### src/rtl/reset_sequencer.sv
// Power-up reset sequencer: releases NUM_UNITS blocks from reset one stage at a time,
// then raises run. Each stage advances on a programmable timer or a unit done handshake.
//
// state    | meaning
// ---------+---------------------------------------------------------------
// ST_IDLE  | waiting for start (or leaving at once when AUTO_START = 1)
// ST_STAGE | sequencing stage stage_q; units with index < stage_q released
// ST_DONE  | every unit released, run high
// ST_ERROR | a done-mode stage timed out; every unit held in reset
module reset_sequencer #(
    parameter int NUM_UNITS  = 4,
    parameter int CNT_W      = 32,
    parameter int AUTO_START = 1,
    localparam int SW        = $clog2(NUM_UNITS + 4)
) (
    input  logic                           clk,
    input  logic                           rst,
    input  logic                           start,
    input  logic                           abort,
    input  logic [(NUM_UNITS+1)*CNT_W-1:0] stage_time,
    input  logic [NUM_UNITS-1:0]           wait_done,
    input  logic [NUM_UNITS-1:0]           unit_done,
    output logic [NUM_UNITS-1:0]           unit_rst,
    output logic                           run,
    output logic                           busy,
    output logic                           err,
    output logic [SW-1:0]                  err_stage,
    output logic [SW-1:0]                  state
);

    localparam int TW = (NUM_UNITS + 1) * CNT_W;

    typedef enum logic [1:0] {
        ST_IDLE,
        ST_STAGE,
        ST_DONE,
        ST_ERROR
    } fsm_t;

    fsm_t                 fsm_q, fsm_d;
    logic [SW-1:0]        stage_q, stage_d;
    logic [CNT_W-1:0]     cnt_q, cnt_d;
    logic [TW-1:0]        times_q, times_d;
    logic [NUM_UNITS-1:0] unit_rst_q, unit_rst_d;
    logic                 run_q, run_d;
    logic                 busy_q, busy_d;
    logic                 err_q, err_d;
    logic [SW-1:0]        err_stage_q, err_stage_d;
    logic [SW-1:0]        state_q, state_d;

    logic [CNT_W-1:0]     cur_time;
    logic [CNT_W-1:0]     cnt_inc;
    logic                 cur_wait;
    logic                 cur_udone;
    logic                 timeout;
    logic                 last_stage;

    // Per-stage selection of latched duration and live handshake controls.
    always_comb begin
        cur_time  = '0;
        cur_wait  = 1'b0;
        cur_udone = 1'b0;
        for (int k = 0; k <= NUM_UNITS; k++) begin
            if (stage_q == SW'(k)) begin
                cur_time = times_q[k*CNT_W +: CNT_W];
            end
        end
        for (int k = 1; k <= NUM_UNITS; k++) begin
            if (stage_q == SW'(k)) begin
                cur_wait  = wait_done[k-1];
                cur_udone = unit_done[k-1];
            end
        end
    end

    assign cnt_inc    = (cnt_q == '1) ? cnt_q : cnt_q + CNT_W'(1);
    assign timeout    = (cnt_q >= cur_time);
    assign last_stage = (stage_q == SW'(NUM_UNITS));

    always_comb begin
        fsm_d       = fsm_q;
        stage_d     = stage_q;
        cnt_d       = cnt_q;
        times_d     = times_q;
        err_stage_d = err_stage_q;

        if (abort) begin
            fsm_d       = ST_IDLE;
            stage_d     = '0;
            cnt_d       = '0;
            err_stage_d = '0;
        end else begin
            case (fsm_q)
                ST_IDLE, ST_DONE, ST_ERROR: begin
                    if (start || (fsm_q == ST_IDLE && AUTO_START != 0)) begin
                        fsm_d       = ST_STAGE;
                        stage_d     = '0;
                        cnt_d       = '0;
                        times_d     = stage_time;
                        err_stage_d = '0;
                    end
                end
                ST_STAGE: begin
                    // In done mode the handshake has priority over the timeout.
                    if ((cur_wait && cur_udone) || (!cur_wait && timeout)) begin
                        cnt_d = '0;
                        if (last_stage) begin
                            fsm_d = ST_DONE;
                        end else begin
                            stage_d = stage_q + SW'(1);
                        end
                    end else if (cur_wait && timeout) begin
                        fsm_d       = ST_ERROR;
                        cnt_d       = '0;
                        err_stage_d = stage_q;
                    end else begin
                        cnt_d = cnt_inc;
                    end
                end
                default: begin
                    fsm_d = ST_IDLE;
                end
            endcase
        end
    end

    // Outputs are derived from the next state so they change on the same edge.
    always_comb begin
        unit_rst_d = '1;
        for (int j = 0; j < NUM_UNITS; j++) begin
            if ((fsm_d == ST_STAGE && stage_d > SW'(j)) || fsm_d == ST_DONE) begin
                unit_rst_d[j] = 1'b0;
            end
        end
        run_d  = (fsm_d == ST_DONE);
        busy_d = (fsm_d == ST_STAGE);
        err_d  = (fsm_d == ST_ERROR);
        case (fsm_d)
            ST_IDLE:  state_d = '0;
            ST_STAGE: state_d = stage_d + SW'(1);
            ST_DONE:  state_d = SW'(NUM_UNITS + 2);
            default:  state_d = SW'(NUM_UNITS + 3);
        endcase
    end

    always_ff @(posedge clk or negedge rst) begin
        if (!rst) begin
            fsm_q       <= ST_IDLE;
            stage_q     <= '0;
            cnt_q       <= '0;
            times_q     <= '0;
            unit_rst_q  <= '1;
            run_q       <= 1'b0;
            busy_q      <= 1'b0;
            err_q       <= 1'b0;
            err_stage_q <= '0;
            state_q     <= '0;
        end else begin
            fsm_q       <= fsm_d;
            stage_q     <= stage_d;
            cnt_q       <= cnt_d;
            times_q     <= times_d;
            unit_rst_q  <= unit_rst_d;
            run_q       <= run_d;
            busy_q      <= busy_d;
            err_q       <= err_d;
            err_stage_q <= err_stage_d;
            state_q     <= state_d;
        end
    end

    assign unit_rst  = unit_rst_q;
    assign run       = run_q;
    assign busy      = busy_q;
    assign err       = err_q;
    assign err_stage = err_stage_q;
    assign state     = state_q;

endmodule

### config.mk
export PLATFORM = sky130hd
export DESIGN_NAME = reset_sequencer
export DESIGN_NICKNAME = d
export VERILOG_FILES = /design/src/rtl/reset_sequencer.sv
export SDC_FILE = /design/constraint.sdc
export NUM_CORES = 1
export LEC_CHECK = 0
export CAP_MARGIN = 40
export CORE_MARGIN = 2
export CORE_UTILIZATION = 48
export DETAILED_ROUTE_END_ITERATION = 16
export MAX_ROUTING_LAYER = met4
export PLACE_DENSITY = 0.77
export SLEW_MARGIN = 20
export SYNTH_ARGS = -nofsm -noshare
export SYNTH_HDL_FRONTEND = slang
export SYNTH_SLANG_ARGS = --single-unit
### constraint.sdc
create_clock -name clk -period 4.8 [get_ports clk]
set_clock_uncertainty 0.05 [all_clocks]
set_input_delay 0.96 -clock clk [delete_from_list [all_inputs] [get_ports clk]]
set_output_delay 0.96 -clock clk [all_outputs]
set_load 0.1 [all_outputs]
==> results of run 1 <==
## path summary, 6_finish.rpt
kind,slack (ns),end
setup reg to reg,-0.02,unit_rst[1]$_DFF_PN1_
min in group clk,0.45,times_q[136]$_DFFE_PN0P_
hold / removal,0.26,times_q[140]$_DFFE_PN0P_
hold reg to reg,0.45,times_q[136]$_DFFE_PN0P_
max in group asynchronous,3.68,unit_rst[3]$_DFF_PN1_
setup / recovery,-0.02,unit_rst[1]$_DFF_PN1_
## worst max-delay path, delay by kind of cell (launching register included)
family	cells	cell delay (ns)
flip-flops	1	0.42
AO/OA/AOI/OAI	7	1.62
multiplexers	1	0.37
buffers and inverters	3	0.38
adder cells (fa/ha/maj)	2	0.46
AND/OR/NAND/NOR	5	1.42
## cells in the final DEF, fill, tap and decap left out, types with 9 or more instances in the layout
cell type / count
a21oi_1: 22
a221oi_1: 29
and3_1: 9
buf_12: 11
buf_4: 68
buf_8: 13
clkbuf_16: 26
clkdlybuf4s50_1: 183
dfrtp_1: 205
ha_1: 36
inv_1: 18
mux2_2: 161
nand2_1: 67
nand2b_1: 10
nand3_1: 14
nor2_1: 75
nor4_2: 10
o21ai_0: 48
o21ai_1: 10
o311ai_0: 11
o311ai_1: 17
xnor2_1: 21
## power by group through the flow
stage	Combinational [W]	Clock, W	Sequential (W)
after global placement	0.000615	0	0.00214
after global routing	0.000724	0.00189	0.00214
after floorplan	0.000335	0	0.00209
after CTS	0.000649	0.00182	0.00212
after detailed placement	0.000640	0	0.00215
final	0.000666	0.00179	0.00212
## state kept, by name (all words and copies together) (netlist names)
register   count
unit_rst       4
fsm_q          2
err            1
stage_q        3
err_stage      3
busy           1
cnt_q         32
state          3
run            1
times_q      160
## what timing repair did
| action | CTS | global route |
|---|---|---|
| buffers inserted | 4 | 15 |
| resized for setup | 11 | 60 |
| endpoints found under the setup margin | 16 | 34 |
| cloned | 0 | 4 |
| pin swaps | 4 | 20 |
## through the flow
step	TNS, ns	util [%]	cells
floorplan	0	-	910
global placement	0	60.5	1384
detailed placement	-0.795	61.4	1397
CTS	0	65.2	1442
global route	-1.33	67.3	1463
finish	-0.0232	67.3	1464
## per-layer routing
metal  vias to the layer above  part of all wire, %  track usage [%]
met4                         0                  3.5             9.35
li1                       3860                    -                -
met1                      4161                   43             35.9
met3                        68                  7.1             4.19
met5                         -                    0                -
met2                       371                   46             37.7
## final cells by class
cell class / count / area, µm²
Fill cell: 1550 / 7070
Tap cell: 280 / 350
Timing Repair Buffer: 284 / 2920
Sequential cell: 210 / 5260
Clock inverter: 10 / 126
Antenna cell: 1 / 2.50
Clock buffer: 31 / 646
Inverter: 21 / 81.3
Multi-Input combinational cell: 627 / 5170
## logic make-up after synthesis
family,count (synthesis)
simple gates,234
compound gates,167
xor+xnor,21
flops,210
buf+inv,74
fa+ha+maj,42
mux,162
==> results.toml, run 1 <==
[critical_path]
r2r_start = "stage_q[1]$_DFF_PN0_"
ff2ff_path_depth = 18
critPathArrivalTime_ns = 5.20
critical_path.max_fanout = 6
slowest_stage = "or4_1"
crit_type = "reg -> reg"
cp_cell_sequence = "inv_2 -> ha_4 -> nor3b_4 -> buf_6 -> buf_6 -> a221oi_1 -> o311ai_0 -> o21ai_0 -> ha_1 -> nand4_1 -> or4_1 -> o32a_1 -> a21oi_4 -> o21bai_4 -> nor3b_4 -> mux2_4 -> or3_4 -> o2111ai_2"
crit_path_start_kind = "flop"
slowest_delay_ns = 0.51
crit_required_ns = 5.18
crit_start = "stage_q[1]$_DFF_PN0_"
worst_setup_path_end_kind = "flop"

[yosys]
avgSynthCellArea_um2 = 11.5
yosysTopAreaCell = "dfrtp_1"
synthesis.area_um2 = 10500
synth_flop_cell = "dfrtp_1"
synth_xor_area_share_pct = 1.75
synth.most_common_cell = "dfrtp_1"
yosys_warnings = 0
synth_compound_area_share_pct = 11.3
yosys-top-cells-count = "206 x dfrtp_1, 162 x mux2_2, 76 x nor2_1"
synthCells = 910
syn_nets = 1124
synth.area.mux_share_pct = 17.4
synth_edf_count = 0
ys_seq_area_share_pct = 50.2
synth_top_area_share_pct = 49.2
synth.distinct_cells = 53
synthTopCellsByArea = "dfrtp_1 49%, mux2_2 17%, ha_1 5.0%"
synth-simple-area-share_pct = 11.5
async_reset_ff_share_pct = 100
synth_top_family_by_area = "multiplexers"
synth_fa_ha_area_share_pct = 5.01
ys_ff_latch = 210

[pwr]
p_leak_nw = 5.95
p_seq_share_pct = 46.4
p_switching_w = 0.00114
power.density_nw_per_um2 = 315
p_clk_share_pct = 39.1
p_int_w = 0.00344
total_power_w = 0.00458
combinationalPowerShare_pct = 14.5
ir_drop_uv = 204
netSwitchingFraction_pct = 24.9

[sta]
slew_headroom_pct = 46.1
whs_ns = 0.258
setup_viol = 1
grt_setup_unrepaired = "true"
max_freq_mhz = 207
finalCriticalPeriod_ns = 4.82
drv_slew = 0
hold_violations = 0
worstMarginPinSlew_ns = 0.807
period_share_pct = 100
layout_setup_ws_ns = -0.0232

[die]
initial_core_util_pct = 48.5
die_area_um2 = 23000
ios = 185
die_w_um = 152
die_h_um = 152
rows = 54
core_um2 = 21600

[place]
hpwl_mm = 20.9
place_congestion = 0.952
io_buffers = 184
place_area_um2 = 13300
place_ws_ns = -0.208

[cts]
clkSlewWorstSetupHoldPaths_ns = 0.06
clock_latency_ns = 0.52
cts_buffer_depth = 3
cts-root-buf = "clkbuf_16"
cts_buffers = 23
cts_tree = "built"
cts_max_level = 1
cts_hold_buffers = 0
clock_sinks = 210

[drt]
wl_per_cell_um = 20.1
drt_iter0_markers = 732
finalWirelength_mm = 29.4
via_per_inst = 5.78
drcViolationCount = 0
vias = 8460
ant_nets = 0
dr.pass1.iters = 5

[layout]
final_cell_area_um2 = 14600
drive_above_1_share_pct = 30.5
areaGrowthSynthToFinish_pct = 38.8
final_nets = 1381

[run_status]
violations = "setup timing"
status = "complete, but fails checks"

[global_routing]
grt_first_pass_wirelength_mm = 44.1
grt_max_degree = 108
overflow = 0
grt_usage_pct = 25.6
grt_pass1_vias = 8157
antenna_found_initial = 0

[min_path]
hold_path.class = "in -> async"

[run]
drv_cap = 0
Note: power is estimated with default switching activity, not from simulation.
==> run 2, diff against run 1 <==
- CTS_BUF_LIST: not set -> sky130_fd_sc_hd__clkbuf_4 sky130_fd_sc_hd__clkbuf_8 sky130_fd_sc_hd__clkbuf_16
==> run 2 against run 1 <==
Against the previous run: global-route usage stayed put; count of clock-buffer cells in the layout did not move; the flow now finishes without violations; register-to-register slack better by 0.03 ns; clock power is essentially flat.
==> results.toml, run 2 (same netlist as run 1, synthesis figures left out) <==
[run_status]
status = "complete, no violations"

[cts]
cts_buffers = 23
clock_sinks = 210
cts_tree = "built"
cts_max_level = 1
clkSlewWorstSetupHoldPaths_ns = 0.06
cts-root-buf = "clkbuf_16"
clock_latency_ns = 0.53
cts_hold_buffers = 0
cts_buffer_depth = 3

[global_routing]
grtUsageMet1_pct = 35.9
grt_max_degree = 108
antenna_found_initial = 0
top_usage_layer = "met2"
overflow = 0
grt_first_pass_wirelength_mm = 44.1
met3_usage_pct = 4.19
grt_usage_pct = 25.6
grt_pass1_vias = 8158
grt_util_met2_pct = 37.7

[place]
place_congestion = 0.952
io_buffers = 184
hpwl_mm = 20.9
place_area_um2 = 13300

[layout]
areaGrowthSynthToFinish_pct = 39.0
final_common_cell = "dfrtp_1"
n_fill_cell = 1551
final_cell_area_um2 = 14600
drive_above_1_share_pct = 30.9
largest_register_ffs = 160
final_nets = 1381
final_cell_mix = "205 x dfrtp_1, 183 x clkdlybuf4s50_1, 161 x mux2_2"
regMostFlops = "times_q"

[critical_path]
crit_type = "reg -> reg"
critPathArrivalTime_ns = 5.18
crit_required_ns = 5.18
reg2reg_slack_ns = 0.005
crit_path_start_kind = "flop"
reg2reg_to = "unit_rst[1]$_DFF_PN1_"
r2r_start = "stage_q[1]$_DFF_PN0_"
worst_setup_path_end_kind = "flop"
critical_path.max_fanout = 6
ff2ff_path_depth = 18

[die]
core_um2 = 21600
rows = 54
die_w_um = 152
die_area_um2 = 23000
initial_core_util_pct = 48.5
ios = 185
die_h_um = 152

[sta]
grt_setup_unrepaired = "true"
drv_slew = 0
slew_headroom_pct = 46.7
worstMarginPinSlew_ns = 0.798
max_freq_mhz = 209
whs_ns = 0.257
setup_viol = 0
hold_violations = 0
finalCriticalPeriod_ns = 4.80
period_share_pct = 99.9

[run]
drv_cap = 0

[min_path]
hold_path.class = "in -> async"

[drt]
finalWirelength_mm = 29.5
drt_iter0_markers = 723
via_per_inst = 5.77
drcViolationCount = 0
wl_per_cell_um = 20.1
dr.pass1.iters = 5
vias = 8445
ant_nets = 0

[pwr]
p_leak_nw = 5.96
ir_drop_uv = 203
power.density_nw_per_um2 = 316
[run 2: cell types whose count changed in the layout (fill, tap and decap cells not counted)]
cell	change
clkbuf_4	+4
clkbuf_1	-4
[run 2: stage by stage]
stage / power (W) / std cells / worst slack, ns / setup TNS (ns) / util [%]
2_1_floorplan: 0.00242 / 910 / 0.0274 / 0 / -
3_3_place_gp: 0.00276 / 1384 / 0.0182 / 0 / 60.5
4_1_cts: 0.00460 / 1442 / 0.00110 / 0 / 65.2
6_report: 0.00460 / 1464 / 0.00488 / 0 / 67.4
5_1_grt: 0.00478 / 1463 / -0.118 / -1.32 / 67.4
3_5_place_dp: 0.00279 / 1397 / -0.208 / -0.795 / 61.4
[run 2: layout make-up]
type                       count  area [µm²]  area share [%]
antenna                        1        2.50          0.0172
multi-input combinational    627        5170            35.5
clock inverter                10         126           0.867
inverter                      21        81.3           0.558
clock buffer                  31         661            4.53
tap                          280         350            2.40
timing repair buffer         284        2920            20.0
sequential                   210        5260            36.1
[run 2: how the worst max path moves through the flow]
stage	startpoint	endpoint	slack (ns)	depth (start not counted)
2_1_floorplan	stage_q[1]$_DFF_PN0_	unit_rst[2]$_DFF_PN1_	0.03	20
3_3_place_gp	stage_q[0]$_DFF_PN0_	unit_rst[2]$_DFF_PN1_	0.02	21
3_5_place_dp	stage_q[0]$_DFF_PN0_	unit_rst[2]$_DFF_PN1_	-0.21	21
4_1_cts	stage_q[0]$_DFF_PN0_	unit_rst[2]$_DFF_PN1_	0.001	21
5_1_grt	stage_q[1]$_DFF_PN0_	unit_rst[1]$_DFF_PN1_	-0.12	18
6_report	stage_q[1]$_DFF_PN0_	unit_rst[1]$_DFF_PN1_	0.005	18
[run 2: layer usage]
| metal | vias up | share of wire (%) |
|---|---|---|
| li1 | 3863 | - |
| met2 | 352 | 46 |
| met3 | 70 | 6.8 |
| met5 | - | 0 |
| met1 | 4160 | 44 |
| met4 | 0 | 3.4 |
[run 2: critical path, cell delays in order, from the launching register on]
cell	delay [ns]
dfrtp_1	0.42
inv_2	0.12
ha_4	0.15
nor3b_4	0.18
buf_6	0.16
buf_6	0.10
a221oi_1	0.08
o311ai_0	0.41
o21ai_0	0.18
ha_1	0.31
nand4_1	0.11
or4_1	0.51
o32a_1	0.41
a21oi_4	0.23
o21bai_4	0.09
nor3b_4	0.23
mux2_4	0.37
or3_4	0.39
o2111ai_2	0.18
[run 2: power by group]
| group | switching, W | internal [W] |
|---|---|---|
| sequential | 0.000147 | 0.00198 |
| combinational | 0.000262 | 0.000404 |
| clock | 0.000733 | 0.00108 |
| total | 0.00114 | 0.00346 |
[run 2: what timing repair did]
action                     in CTS  in global routing
gates cloned                    0                  4
buffers inserted                4                 15
setup endpoints to repair      16                 34
pin swaps                       4                 20
resized for setup              11                 60
hold endpoints to repair        0                  0
